**src/rtl/ysyx_25030093_mem_arbiter_pkg.sv**
```systemverilog
// Shared encodings for the IFU/LSU memory arbiter:
// access sizes, FSM states, requester ids and the latched request bundle.
package ysyx_25030093_mem_arbiter_pkg;

    localparam logic [1:0] SIZE_B = 2'b00;
    localparam logic [1:0] SIZE_W = 2'b10;

    typedef enum logic [1:0] {
        IDLE      = 2'd0,
        GRANT_IFU = 2'd1,
        GRANT_LSU = 2'd2,
        RELEASE   = 2'd3
    } state_t;

    typedef enum logic {
        REQ_IFU = 1'b0,
        REQ_LSU = 1'b1
    } req_id_t;

    typedef struct packed {
        logic [31:0] addr;
        logic [1:0]  size;
        logic        wen;
        logic [31:0] wdata;
        logic [3:0]  wmask;
    } mem_req_t;

endpackage

```
**src/rtl/ysyx_25030093_mem_arbiter_if.sv**
```systemverilog
// Request/response bundle used by the IFU, the LSU and the memory port.
// reqValid is held by the issuer until a single respValid pulse comes back.
interface ysyx_25030093_mem_arbiter_if;

    logic        reqValid;
    logic [31:0] addr;
    logic [1:0]  size;
    logic        wen;
    logic [31:0] wdata;
    logic [3:0]  wmask;
    logic        respValid;
    logic [31:0] rdata;
    logic        err;

    // Issuer of requests; memory never reports err, so it is not part of this view.
    modport master (
        output reqValid, addr, size, wen, wdata, wmask,
        input  respValid, rdata
    );

    // Answering side, which may flag a timeout through err.
    modport slave (
        input  reqValid, addr, size, wen, wdata, wmask,
        output respValid, rdata, err
    );

endinterface

```
**src/rtl/ysyx_25030093_mem_arbiter_pick.sv**
```systemverilog
// Combinational grant select between IFU and LSU.
// Fixed priority favours the LSU; round robin hands contention to the other side.
module ysyx_25030093_arb_pick
    import ysyx_25030093_mem_arbiter_pkg::*;
#(
    parameter bit ROUND_ROBIN = 1'b0
) (
    input  logic    ifu_valid,
    input  logic    lsu_valid,
    input  req_id_t last_grant,
    output logic    grant_valid,
    output req_id_t grant_id
);

    req_id_t rr_id;

    // Pick the winner for the current IDLE cycle.
    always_comb begin
        grant_valid = ifu_valid | lsu_valid;
        rr_id       = (last_grant == REQ_IFU) ? REQ_LSU : REQ_IFU;
        grant_id    = REQ_IFU;
        unique case ({ifu_valid, lsu_valid})
            2'b11:   grant_id = ROUND_ROBIN ? rr_id : REQ_LSU;
            2'b01:   grant_id = REQ_LSU;
            default: grant_id = REQ_IFU;
        endcase
    end

endmodule

```
**src/rtl/ysyx_25030093_mem_arbiter.sv**
```systemverilog
// Shares the single memory port between IFU and LSU: one grant at a time,
// latched downstream request, routed response and a timeout error path.
module ysyx_25030093_mem_arbiter
    import ysyx_25030093_mem_arbiter_pkg::*;
#(
    parameter bit          ROUND_ROBIN = 1'b0,
    parameter int unsigned TIMEOUT     = 1024,
    parameter logic [31:0] ERR_DATA    = 32'hDEADBEEF
) (
    input logic                         clock,
    input logic                         reset,
    ysyx_25030093_mem_arbiter_if.slave  ifu,
    ysyx_25030093_mem_arbiter_if.slave  lsu,
    ysyx_25030093_mem_arbiter_if.master mem
);

    localparam int CNT_W = (TIMEOUT > 1) ? $clog2(TIMEOUT) : 1;
    localparam bit TO_EN = (TIMEOUT != 0);
    // Count value seen on the last GRANT cycle before giving up.
    localparam logic [CNT_W-1:0] CNT_LAST =
        CNT_W'((TIMEOUT == 0) ? 0 : TIMEOUT - 1);

    state_t           state;
    state_t           next_state;
    req_id_t          last_grant;
    req_id_t          pick_id;
    logic             pick_valid;
    mem_req_t         ifu_req;
    mem_req_t         lsu_req;
    mem_req_t         req_q;
    logic             req_valid_q;
    logic [CNT_W-1:0] cnt;
    logic             granted;
    logic             timeout_hit;
    logic             resp_ok;
    logic             resp_to;
    logic             resp_fire;
    logic [31:0]      resp_rdata;
    logic             load;
    logic             finish;

    assign ifu_req = '{
        addr:  ifu.addr,
        size:  ifu.size,
        wen:   ifu.wen,
        wdata: ifu.wdata,
        wmask: ifu.wmask
    };

    assign lsu_req = '{
        addr:  lsu.addr,
        size:  lsu.size,
        wen:   lsu.wen,
        wdata: lsu.wdata,
        wmask: lsu.wmask
    };

    ysyx_25030093_arb_pick #(
        .ROUND_ROBIN (ROUND_ROBIN)
    ) u_pick (
        .ifu_valid   (ifu.reqValid),
        .lsu_valid   (lsu.reqValid),
        .last_grant  (last_grant),
        .grant_valid (pick_valid),
        .grant_id    (pick_id)
    );

    // Response qualification: a memory answer always beats a timeout in the same cycle.
    always_comb begin
        granted     = (state == GRANT_IFU) || (state == GRANT_LSU);
        timeout_hit = TO_EN && (cnt == CNT_LAST);
        resp_ok     = granted && mem.respValid;
        resp_to     = granted && timeout_hit && !mem.respValid;
        resp_fire   = resp_ok || resp_to;
        resp_rdata  = resp_ok ? mem.rdata : (resp_to ? ERR_DATA : 32'h0);
    end

    // State register; reset drops any outstanding grant immediately.
    always_ff @(posedge clock or posedge reset) begin
        if (reset) begin
            state <= IDLE;
        end else begin
            state <= next_state;
        end
    end

    // Next state plus the load/finish strobes for the datapath.
    always_comb begin
        next_state = state;
        load       = 1'b0;
        finish     = 1'b0;
        unique case (state)
            IDLE: begin
                if (pick_valid) begin
                    load       = 1'b1;
                    next_state = (pick_id == REQ_LSU) ? GRANT_LSU : GRANT_IFU;
                end
            end
            GRANT_IFU, GRANT_LSU: begin
                if (resp_fire) begin
                    finish     = 1'b1;
                    next_state = RELEASE;
                end
            end
            RELEASE: next_state = IDLE;
            default: next_state = IDLE;
        endcase
    end

    // Request latch, downstream valid, timeout counter and grant history.
    always_ff @(posedge clock or posedge reset) begin
        if (reset) begin
            req_q       <= '0;
            req_valid_q <= 1'b0;
            cnt         <= '0;
            last_grant  <= REQ_IFU;
        end else if (load) begin
            req_q       <= (pick_id == REQ_LSU) ? lsu_req : ifu_req;
            req_valid_q <= 1'b1;
            cnt         <= '0;
            last_grant  <= pick_id;
        end else if (finish) begin
            req_valid_q <= 1'b0;
        end else if (granted) begin
            cnt <= cnt + 1'b1;
        end
    end

    assign mem.reqValid = req_valid_q;
    assign mem.addr     = req_q.addr;
    assign mem.size     = req_q.size;
    assign mem.wen      = req_q.wen;
    assign mem.wdata    = req_q.wdata;
    assign mem.wmask    = req_q.wmask;

    // Route the response to the granted requester only; the other sees zeros.
    always_comb begin
        ifu.respValid = 1'b0;
        ifu.rdata     = 32'h0;
        ifu.err       = 1'b0;
        lsu.respValid = 1'b0;
        lsu.rdata     = 32'h0;
        lsu.err       = 1'b0;
        unique case (1'b1)
            (state == GRANT_IFU): begin
                ifu.respValid = resp_fire;
                ifu.rdata     = resp_rdata;
                ifu.err       = resp_to;
            end
            (state == GRANT_LSU): begin
                lsu.respValid = resp_fire;
                lsu.rdata     = resp_rdata;
                lsu.err       = resp_to;
            end
            default: ;
        endcase
    end

endmodule
```
**src/flat_wrapper.sv**
```systemverilog
// flat-port wrapper written by rule: the top's interface ports become plain ports
module ysyx_25030093_mem_arbiter_flat import ysyx_25030093_mem_arbiter_pkg::*;
#(
    parameter bit          ROUND_ROBIN = 1'b0,
    parameter int unsigned TIMEOUT     = 1024,
    parameter logic [31:0] ERR_DATA    = 32'hDEADBEEF
)
  (clock, reset, ifu_reqValid, ifu_addr, ifu_size, ifu_wen, ifu_wdata, ifu_wmask, ifu_respValid, ifu_rdata, ifu_err, lsu_reqValid, lsu_addr, lsu_size, lsu_wen, lsu_wdata, lsu_wmask, lsu_respValid, lsu_rdata, lsu_err, mem_reqValid, mem_addr, mem_size, mem_wen, mem_wdata, mem_wmask, mem_respValid, mem_rdata);
  ysyx_25030093_mem_arbiter_if ifu_i ();
  ysyx_25030093_mem_arbiter_if lsu_i ();
  ysyx_25030093_mem_arbiter_if mem_i ();
  input logic clock;
  input logic reset;
  input wire logic [$bits(ifu_i.reqValid)-1:0] ifu_reqValid;
  input wire logic [$bits(ifu_i.addr)-1:0] ifu_addr;
  input wire logic [$bits(ifu_i.size)-1:0] ifu_size;
  input wire logic [$bits(ifu_i.wen)-1:0] ifu_wen;
  input wire logic [$bits(ifu_i.wdata)-1:0] ifu_wdata;
  input wire logic [$bits(ifu_i.wmask)-1:0] ifu_wmask;
  output wire logic [$bits(ifu_i.respValid)-1:0] ifu_respValid;
  output wire logic [$bits(ifu_i.rdata)-1:0] ifu_rdata;
  output wire logic [$bits(ifu_i.err)-1:0] ifu_err;
  input wire logic [$bits(lsu_i.reqValid)-1:0] lsu_reqValid;
  input wire logic [$bits(lsu_i.addr)-1:0] lsu_addr;
  input wire logic [$bits(lsu_i.size)-1:0] lsu_size;
  input wire logic [$bits(lsu_i.wen)-1:0] lsu_wen;
  input wire logic [$bits(lsu_i.wdata)-1:0] lsu_wdata;
  input wire logic [$bits(lsu_i.wmask)-1:0] lsu_wmask;
  output wire logic [$bits(lsu_i.respValid)-1:0] lsu_respValid;
  output wire logic [$bits(lsu_i.rdata)-1:0] lsu_rdata;
  output wire logic [$bits(lsu_i.err)-1:0] lsu_err;
  output wire logic [$bits(mem_i.reqValid)-1:0] mem_reqValid;
  output wire logic [$bits(mem_i.addr)-1:0] mem_addr;
  output wire logic [$bits(mem_i.size)-1:0] mem_size;
  output wire logic [$bits(mem_i.wen)-1:0] mem_wen;
  output wire logic [$bits(mem_i.wdata)-1:0] mem_wdata;
  output wire logic [$bits(mem_i.wmask)-1:0] mem_wmask;
  input wire logic [$bits(mem_i.respValid)-1:0] mem_respValid;
  input wire logic [$bits(mem_i.rdata)-1:0] mem_rdata;
  assign ifu_i.reqValid = ifu_reqValid;
  assign ifu_i.addr = ifu_addr;
  assign ifu_i.size = ifu_size;
  assign ifu_i.wen = ifu_wen;
  assign ifu_i.wdata = ifu_wdata;
  assign ifu_i.wmask = ifu_wmask;
  assign ifu_respValid = ifu_i.respValid;
  assign ifu_rdata = ifu_i.rdata;
  assign ifu_err = ifu_i.err;
  assign lsu_i.reqValid = lsu_reqValid;
  assign lsu_i.addr = lsu_addr;
  assign lsu_i.size = lsu_size;
  assign lsu_i.wen = lsu_wen;
  assign lsu_i.wdata = lsu_wdata;
  assign lsu_i.wmask = lsu_wmask;
  assign lsu_respValid = lsu_i.respValid;
  assign lsu_rdata = lsu_i.rdata;
  assign lsu_err = lsu_i.err;
  assign mem_reqValid = mem_i.reqValid;
  assign mem_addr = mem_i.addr;
  assign mem_size = mem_i.size;
  assign mem_wen = mem_i.wen;
  assign mem_wdata = mem_i.wdata;
  assign mem_wmask = mem_i.wmask;
  assign mem_i.respValid = mem_respValid;
  assign mem_i.rdata = mem_rdata;
  ysyx_25030093_mem_arbiter #(.ROUND_ROBIN(ROUND_ROBIN), .TIMEOUT(TIMEOUT), .ERR_DATA(ERR_DATA)) u_core (.clock(clock), .reset(reset), .ifu(ifu_i), .lsu(lsu_i), .mem(mem_i));
endmodule
```
**config.mk**
```make
export PLATFORM = sky130hd
export DESIGN_NAME = ysyx_25030093_mem_arbiter_flat
export DESIGN_NICKNAME = d
export VERILOG_FILES = /design/src/rtl/ysyx_25030093_mem_arbiter_pkg.sv /design/src/rtl/ysyx_25030093_mem_arbiter_if.sv /design/src/rtl/ysyx_25030093_mem_arbiter_pick.sv /design/src/rtl/ysyx_25030093_mem_arbiter.sv /design/src/flat_wrapper.sv
export SDC_FILE = /design/constraint.sdc
export NUM_CORES = 1
export LEC_CHECK = 0
export ABC_CLOCK_PERIOD_IN_PS = 8600
export CAP_MARGIN = 10
export CORE_AREA = 2 2 124 126
export DETAILED_ROUTE_END_ITERATION = 10
export DIE_AREA = 0 0 126 128
export PLACE_DENSITY_LB_ADDON = 0.2
export SYNTH_ARGS = -nofsm -noshare
export SYNTH_HDL_FRONTEND = slang
export SYNTH_SLANG_ARGS = --single-unit
```
**constraint.sdc**
```tcl
create_clock -name clock -period 8.6 [get_ports clock]
set_clock_uncertainty 0.1 [all_clocks]
set_input_delay 1.72 -clock clock [delete_from_list [all_inputs] [get_ports clock]]
set_output_delay 1.72 -clock clock [all_outputs]
set_load 0.1 [all_outputs]
```
Yosys cells after proc, flatten, opt, wreduce, memory -nomap -nowiden
Index checks and enable logic that the tools add are counted.
{"block": "word_totals", "register_bits": 84, "latch_bits": 0, "ramBits": 0, "romBits": 0, "inputBits": 179, "output_inout_bits": 140, "elab_cells": 55, "mem_count": 0}
{"block": "op_classes", "n_addsub": 1, "n_mul": 0, "div_mod_pow": 0, "n_lt_le_gt_ge": 0, "n_eq_ne": 9, "shift": 0, "mux": 23, "bitwise": 1, "n_reduce_logical": 13}
{"op": "$mux 32", "count": 4}
{"op": "$mux 71", "count": 1}
{"op": "$mux 10", "count": 3}
{"op": "$mux 1", "count": 11}
{"op": "$add 10x1->10 const B", "count": 1}
{"op": "$eq 10x10->1 const B", "count": 1}
{"op": "$eq 2x2->1 const B", "count": 3}
{"op": "$mux 2", "count": 3}
{"op": "$ne 2x1->1 const B", "count": 3}
{"op": "$pmux 2 s3", "count": 1}
{"op": "$eq 2x1->1 const B", "count": 2}
{"op": "$reduce_and 2->1", "count": 2}
{"op": "$reduce_bool 2->1", "count": 2}
{"op": "$reduce_or 2->1", "count": 2}
{"op": "$logic_and 1x1->1", "count": 3}
{"op": "$logic_not 2->1", "count": 1}
{"op": "$logic_or 1x1->1", "count": 2}
{"op": "$logic_not 1->1", "count": 1}
{"op": "$or 1x1->1", "count": 1}

Logic depth before layout (Yosys ltp)
Gate-level depths: netlist of run 1.
{"block": "logic_depth", "depth_word": 9, "depth_mapped": 8, "mapped_depth_nobuf": 6}

By module
A second synthesis of run 1 with hierarchy kept.
{"block": "hier_totals", "cells_unflattened": 501, "hier_area_um2": 4616.9}
{"mod": "ysyx_25030093_mem_arbiter", "instances": 1, "cells_per_inst": 499, "area_per_inst_um2": 4606.9, "seq_area_each_um2": 2127.0}
{"mod": "ysyx_25030093_arb_pick", "instances": 1, "cells_per_inst": 2, "area_per_inst_um2": 10.0, "seq_area_each_um2": 0.0}

Worst setup path after synthesis of run 1
No wires, ideal clock.
{"block": "synth_path", "path_type": "in2out", "startpoint": "input port mem_respValid", "endpoint": "output port ifu_rdata[18]", "arrival_ns": 3.804, "required_time_ns": 6.780, "path_slack_ns": 2.976, "stages": 5, "n_path_buf": 1, "path_cell_list": "nand4b_1 -> nor3_4 -> o21ai_2 -> buf_2 -> nor2_1"}
{"block": "synth_between", "elab_chain_len": 5, "word_cells_on_any_way": 6, "classes_between": "3 x mux; 3 x reduce/logical"}
{"item": "start, declared", "line_no": "flat_wrapper.sv:38", "rtl": "input wire logic [$bits(mem_i.respValid)-1:0] mem_respValid;"}
{"item": "$logic_not 1->1", "line_no": "ysyx_25030093_mem_arbiter.sv:73", "rtl": "resp_to = granted && timeout_hit && !mem.respValid;"}
{"item": "$logic_and 1x1->1", "line_no": "ysyx_25030093_mem_arbiter.sv:73"}
{"item": "$mux 32", "line_no": "ysyx_25030093_mem_arbiter.sv:75", "rtl": "resp_rdata = resp_ok ? mem.rdata : (resp_to ? ERR_DATA : 32'h0);"}
{"item": "$mux 32 (*)", "line_no": "ysyx_25030093_mem_arbiter.sv:75"}
{"item": "$mux 32 (*)", "line_no": "ysyx_25030093_mem_arbiter.sv:144", "rtl": "unique case (1'b1)"}
{"item": "end, declared", "line_no": "flat_wrapper.sv:21", "rtl": "output wire logic [$bits(ifu_i.rdata)-1:0] ifu_rdata;"}
Every way passes the cells marked *; elsewhere a longest branch is shown, timed or not.

Worst setup path in the final report of run 1
{"block": "layout_path", "startpoint": "input port mem_respValid", "endpoint": "output port ifu_rdata[7]"}
The elaborated chain is that of the path after synthesis.

==> summary.md, run 1 <==
| Metric | Value |
|---|---|
| Ranking of synthesized cells by area | dfrtp_1 (47%), mux2i_1 (16%), o21ai_0 (8.3%) |
| Worst setup SP type | input pin |
| Setup TNS | 0 ps |
| First DRT Iteration DRCs | 149 |
| Latest clock arrival within the worst-skew pair | 330 ps |
| Syn Nets | 675 |
| I/O Pins | 319 |
| Nets | 973 |
| Pre-antenna DRT Iters | 4 |
| Cells after DPL | 966 |
| Cts repair resizes | 0 |
| Place WS | 1900 ps |
| Share of the synthesized area in the top cell type | 0.469 |
| Worst r2r src | u_core.state[0] |
| RSZ-0062 raised after global routing | no |
| Vias in the first global route | 4563 |
| HPWL after detailed placement | 12000 um |
| Status | completed |
| Clk buf depth | 2 |
| Die Wd | 126 um |
| Final setup viols | 0 |
| CTS tree | yes |
| WHS Endpoint | u_core.mem.addr[3] |
| Crit path DAT | 4900 ps |
| Mean Syn Cell Area | 9.11 um2 |
| Reg2Reg Setup Slack | 6340 ps |
| Fmax achieved | 149 MHz |
| H-tree lvl count | 3 |
| Max Cap Viol | 0 |
| R2R depth | 6 |
| Post-synth EDFFs | 0 |
| WL/cell | 15.4 um |
| Count leader, synth | dfrtp_1 |
| Minimum clock period | 6720 ps |
| Max-slew violations | 0 |
| Worst setup path class | input pin to output port |
| #FFs+latches synth | 84 |
| Vias | 4593 |
| Core ar. | 14900 um2 |
| Distinct cells, synth | 37 |
| Synthesized area | 4480 um2 |
| P&R area growth vs syn | 81.1% |
| Vias per cell | 4.67 |
| Layout fillers | 1341 |
| # diodes | 0 |
| Total Wirelength | 15100 um |
| Largest net degree at the start of global routing | 145 |
| CTS Buf Count | 9 |
| Finished Layout Cells | 983 |
| Clk Tree Root Cell | clkbuf_16 |
| Max FO, Critical Path | 25 |
| Initial Utilization | 0.302 |
| RePlAce Congestion | 0.923 |
| Worst-Margin Slew | 1090 ps |
| Initial antenna violation count | 0 |
| Setup slack after layout | 1880 ps |
| Die height | 128 um |
| Post-CTS setup buffer count | 0 |
| Req. time, crit path | 6780 ps |
| Worst r2r dst | u_core.cnt[9] |
| Clk slew on worst S/H paths | 60 ps |
| Gr usage total | 0.180 |
| Final hold violations | 0 |
| YS warnings | 0 |
| Post-synth ARST share | 1.00 |
| Buffers on Ports | 318 |
| Crit path capture type | output port |
| Synth cell count leaders | dfrtp_1 (84), nor2_1 (77), nand2_1 (76) |
| First-pass GRT wire length | 22900 um |
| GR Overflow Total | 0 |
| Post-synth top flop | dfrtp_1 |
| Yosys top cell by area | dfrtp_1 |
| # rows | 45 |
| Cells after Synth | 492 |
| Hold buffers post-CTS | 0 |
| Hold Path Cell Cnt | 2 |
| DRC errors left | 0 |
| DIE AREA | 16100 um2 |
| Share of cells above drive strength 1 | 0.0352 |
| Fin crit share | 0.781 |
| Seq/Total Area, Yosys | 0.469 |
| Clk sinks | 84 |
| Antenna Nets Post-Route | 0 |
| Worst Hold Class | register to register |
| Hold Path Origin | u_core.mem.addr[3] |
| Max_slew headroom | 0.276 |
| CP Launch Point | mem_respValid |
-- worst max-delay path, stage by stage --
cell and delay (ps):
clkdlybuf4s50_1 480, nand4b_1 310, nor3_4 530, o21ai_2 380, nor2_1 290, clkdlybuf4s50_1 1180
-- registers in the layout, indices dropped and copies added, names as in the netlist --
| register | cells |
|---|---|
| u_core.mem.addr | 32 |
| u_core.mem.wdata | 32 |
| u_core.cnt | 10 |
| u_core.mem.wmask | 4 |
| u_core.mem.size | 2 |
| u_core.state | 2 |
| u_core.mem.reqValid | 1 |
| u_core.mem.wen | 1 |
-- metal layers --
| metal | routed length (um) | track usage | vias up |
|---|---|---|---|
| li1 | - | - | 2273 |
| met1 | 5710 | 0.193 | 2092 |
| met2 | 7950 | 0.339 | 211 |
| met3 | 1160 | 0.0463 | 17 |
| met4 | 281 | 0.0659 | 0 |
| met5 | 0 | 0 | - |
-- worst max-delay path by stage --
stage / endpoint / slack (ps) / cells after the start
after floorplan: ifu_rdata[18] / 2980 / 5
final: ifu_rdata[7] / 1880 / 6
after global placement: ifu_rdata[7] / 2020 / 6
after CTS: ifu_rdata[7] / 1900 / 6
after global routing: ifu_rdata[7] / 1750 / 6
after detailed placement: ifu_rdata[7] / 1900 / 6
-- cells by family (layout without fill, tap and decap cells) --
| logic type | Yosys count | count (layout) | share of synthesized area |
|---|---|---|---|
| flops | 84 | 84 | 0.469 |
| compound gates | 96 | 96 | 0.116 |
| mux | 72 | 72 | 0.161 |
| buf+inv | 40 | 343 | 0.0424 |
| fa+ha+maj | 4 | 4 | 0.0112 |
| xor+xnor | 3 | 3 | 0.00586 |
| simple gates | 193 | 193 | 0.195 |
-- metrics by stage --
step	cell area (um2)	hold WS [ps]	utilization
after global routing	8120	401	0.546
after global placement	7760	363	0.522
after floorplan	4480	384	-
final	8120	379	0.546
after CTS	8090	383	0.544
after detailed placement	7760	369	0.522
-- cells in the final DEF (no fill, tap or decap), types with 3 or more instances in the layout --
cell	netlist	final
clkbuf_16	0	9
nor2_1	77	77
and2_1	3	3
o211ai_1	3	3
buf_4	1	4
dfrtp_1	84	84
xor2_1	3	3
clkdlybuf4s50_1	0	317
mux2i_1	72	72
a21oi_1	7	7
inv_1	5	4
and3_1	18	18
nand2_1	76	76
o21ai_0	74	74
or3_1	3	3
nand3_1	4	4
ha_1	4	4
-- layout make-up --
| class | count | area [um2] | area share |
|---|---|---|---|
| Clock buffer | 11 | 243 | 0.0299 |
| Clock inverter | 5 | 85.1 | 0.0105 |
| Inverter | 5 | 20.0 | 0.00247 |
| Multi-Input combinational cell | 368 | 2200 | 0.271 |
| Sequential cell | 84 | 2100 | 0.259 |
| Tap cell | 188 | 235 | 0.0290 |
| Timing Repair Buffer | 322 | 3230 | 0.398 |
Power of run 1 is not shown: default switching activity piles up to over one toggle a cycle in this logic, so the estimate is an artifact.
==> run 2, diff against run 1 <==
--- a/config.mk
+++ b/config.mk
@@ -5,7 +5,7 @@
 export SDC_FILE = /design/constraint.sdc
 export NUM_CORES = 1
 export LEC_CHECK = 0
-export ABC_CLOCK_PERIOD_IN_PS = 8600
+export ABC_CLOCK_PERIOD_IN_PS = 6180
 export CAP_MARGIN = 10
 export CORE_AREA = 2 2 124 126
 export DETAILED_ROUTE_END_ITERATION = 10
==> constraint.sdc (replaced) <==
create_clock -name clock -period 6.18 [get_ports clock]
set_clock_uncertainty 0.1 [all_clocks]
set_input_delay 1.236 -clock clock [delete_from_list [all_inputs] [get_ports clock]]
set_output_delay 1.236 -clock clock [all_outputs]
set_load 0.1 [all_outputs]
==> run 2 against run 1 <==
Die area unchanged. Final cell count unchanged. Worst setup slack got worse by 670 ps. Register-to-register slack got worse by 2300 ps. Critical path depth decreased by 2. Count of clock-buffer cells in the layout decreased by 2. Global-route usage increased by 0.38 points. Via count decreased by 0.11%. Sequential share of layout area increased by 0.41 points. Highest routed layer unchanged.
==> summary.md, run 2 (same netlist as run 1, synthesis figures left out) <==
| Metric | Value |
|---|---|
| RSZ-0062 raised after global routing | no |
| Worst setup SP type | input pin |
| Crit path DAT | 3630 ps (-1270 ps) |
| Worst Hold Class | register to register |
| Final hold violations | 0 (unchanged) |
| CP Launch Point | mem_respValid |
| Setup TNS | 0 ps (unchanged) |
| Grt peak-use layer | met2 |
| Layout fillers | 1372 (+2.3%) |
| Die height | 128 um (unchanged) |
| CTS Buf Count | 9 (unchanged) |
| Worst r2r src | u_core.state[0] |
| Reg2Reg Setup Slack | 4010 ps (-2330 ps) |
| Max-slew violations | 0 (unchanged) |
| Largest net degree at the start of global routing | 80 (-45%) |
| Nets | 973 (unchanged) |
| DIE AREA | 16100 um2 (unchanged) |
| Max Cap Viol | 0 (unchanged) |
| CTS tree | yes |
| Total Wirelength | 15100 um (+0.28%) |
| Met1 GRT Util | 0.195 (+0.00218) |
| Vias per cell | 4.67 (-0.11%) |
| Vias | 4588 (-0.11%) |
| # rows | 45 (unchanged) |
| Vias in the first global route | 4640 (+1.7%) |
| # diodes | 0 (unchanged) |
| Clk buf depth | 2 (unchanged) |
| Status | completed |
| Place WS | 1210 ps (-684 ps) |
| Setup slack after layout | 1220 ps (-668 ps) |
| I/O Pins | 319 (unchanged) |
| Clk Tree Root Cell | clkbuf_16 |
| Req. time, crit path | 4840 ps (-1940 ps) |
| Pre-antenna DRT Iters | 4 (unchanged) |
| RePlAce Congestion | 0.915 (-0.90%) |
| Gr usage total | 0.184 (+0.00378) |
| Post-CTS setup buffer count | 0 (unchanged) |
| Hold buffers post-CTS | 0 (unchanged) |
| Most frequent cells in the layout | clkdlybuf4s50_1 (266), dfrtp_1 (84), nor2_1 (77), nand2_1 (76), o21ai_0 (74) |
| Buffers on Ports | 318 (unchanged) |
| Met3 Use GR | 0.0459 (-0.000417) |
| HPWL after detailed placement | 12200 um (+2.4%) |
| Fin crit share | 0.803 |
| First-pass GRT wire length | 23500 um (+2.8%) |
| Worst setup path class | input pin to output port |
| Crit path capture type | output port |
| Dpl cell area | 7640 um2 (-1.5%) |
| Clk sinks | 84 (unchanged) |
| Commonest non-fill, non-tap cell in the layout | clkdlybuf4s50_1 |
| Worst-Margin Slew | 1040 ps (-49.0 ps) |
| First DRT Iteration DRCs | 123 (-17%) |
| GR Overflow Total | 0 (unchanged) |
| Max_slew headroom | 0.307 (+0.0305) |
| Share of cells above drive strength 1 | 0.101 (+0.0654) |
| P&R area growth vs syn | 78.2% |
| Cts repair resizes | 0 (unchanged) |
| H-tree lvl count | 3 (unchanged) |
| Hold Path Origin | u_core.mem.addr[20] |
| Die Wd | 126 um (unchanged) |
| Fmax achieved | 201 MHz |
| Final instance area | 7990 um2 (-1.6%) |
| Max FO, Critical Path | 18 (-28%) |
| Antenna Nets Post-Route | 0 (unchanged) |
| Routing usage on met2 | 0.348 (+0.00822) |
| Clk slew on worst S/H paths | 70 ps (about the same) |
| Core ar. | 14900 um2 (unchanged) |
| Latest clock arrival within the worst-skew pair | 330 ps (about the same) |
| Minimum clock period | 4960 ps |
| Initial Utilization | 0.302 (unchanged) |
| Initial antenna violation count | 0 (unchanged) |
| DRC errors left | 0 (unchanged) |
| WL/cell | 15.4 um (+0.28%) |
| Final setup viols | 0 (unchanged) |
-- run 2: changes by cell type in the layout (fill, tap and decap cells not counted), sizes merged, moves of 2 or more --
cell / change
buf: +51
clkbuf: -2
clkdlybuf4s50: -51
clkinv: -2
inv: +2
-- run 2: critical path, cell delays in order --
cell and delay, ps:
clkdlybuf4s50_1 540, and2_1 480, and3_1 240, clkdlybuf4s50_1 1140
-- run 2: stage by stage --
step           instances  utilization  hold slack (ps)
2_1_floorplan        492            -              384
3_3_place_gp         967        0.514              362
3_5_place_dp         967        0.514              369
4_1_cts              983        0.538              383
5_1_grt              983        0.538              405
6_report             983        0.538              377
-- run 2: layer usage --
metal  vias to the layer above  wire, um
li1                       2274         -
met2                       219      8040
met3                        23      1170
met4                         0       392
met5                         -         0
met1                      2072      5540
-- run 2: path summary, 6_finish.rpt --
check	cells past startpoint	to
hold / removal	2	u_core.mem.addr[20]
setup reg to reg	6	u_core.cnt[3]
hold reg to reg	2	u_core.mem.addr[20]
min in group asynchronous	2	u_core.mem.wdata[2]
max in group asynchronous	3	u_core.mem.reqValid
setup / recovery	4	ifu_rdata[20]
-- run 2: area by class of cell --
type | count | area [um2] | share of cell area
Clock inverter | 7 | 123 | 0.0153
Clock buffer | 9 | 225 | 0.0282
Tap cell | 188 | 235 | 0.0294
Inverter | 5 | 20.0 | 0.00251
Multi-Input combinational cell | 368 | 2200 | 0.276
Sequential cell | 84 | 2100 | 0.263
Timing Repair Buffer | 322 | 3080 | 0.386
Power of run 2 is left out for the same reason.
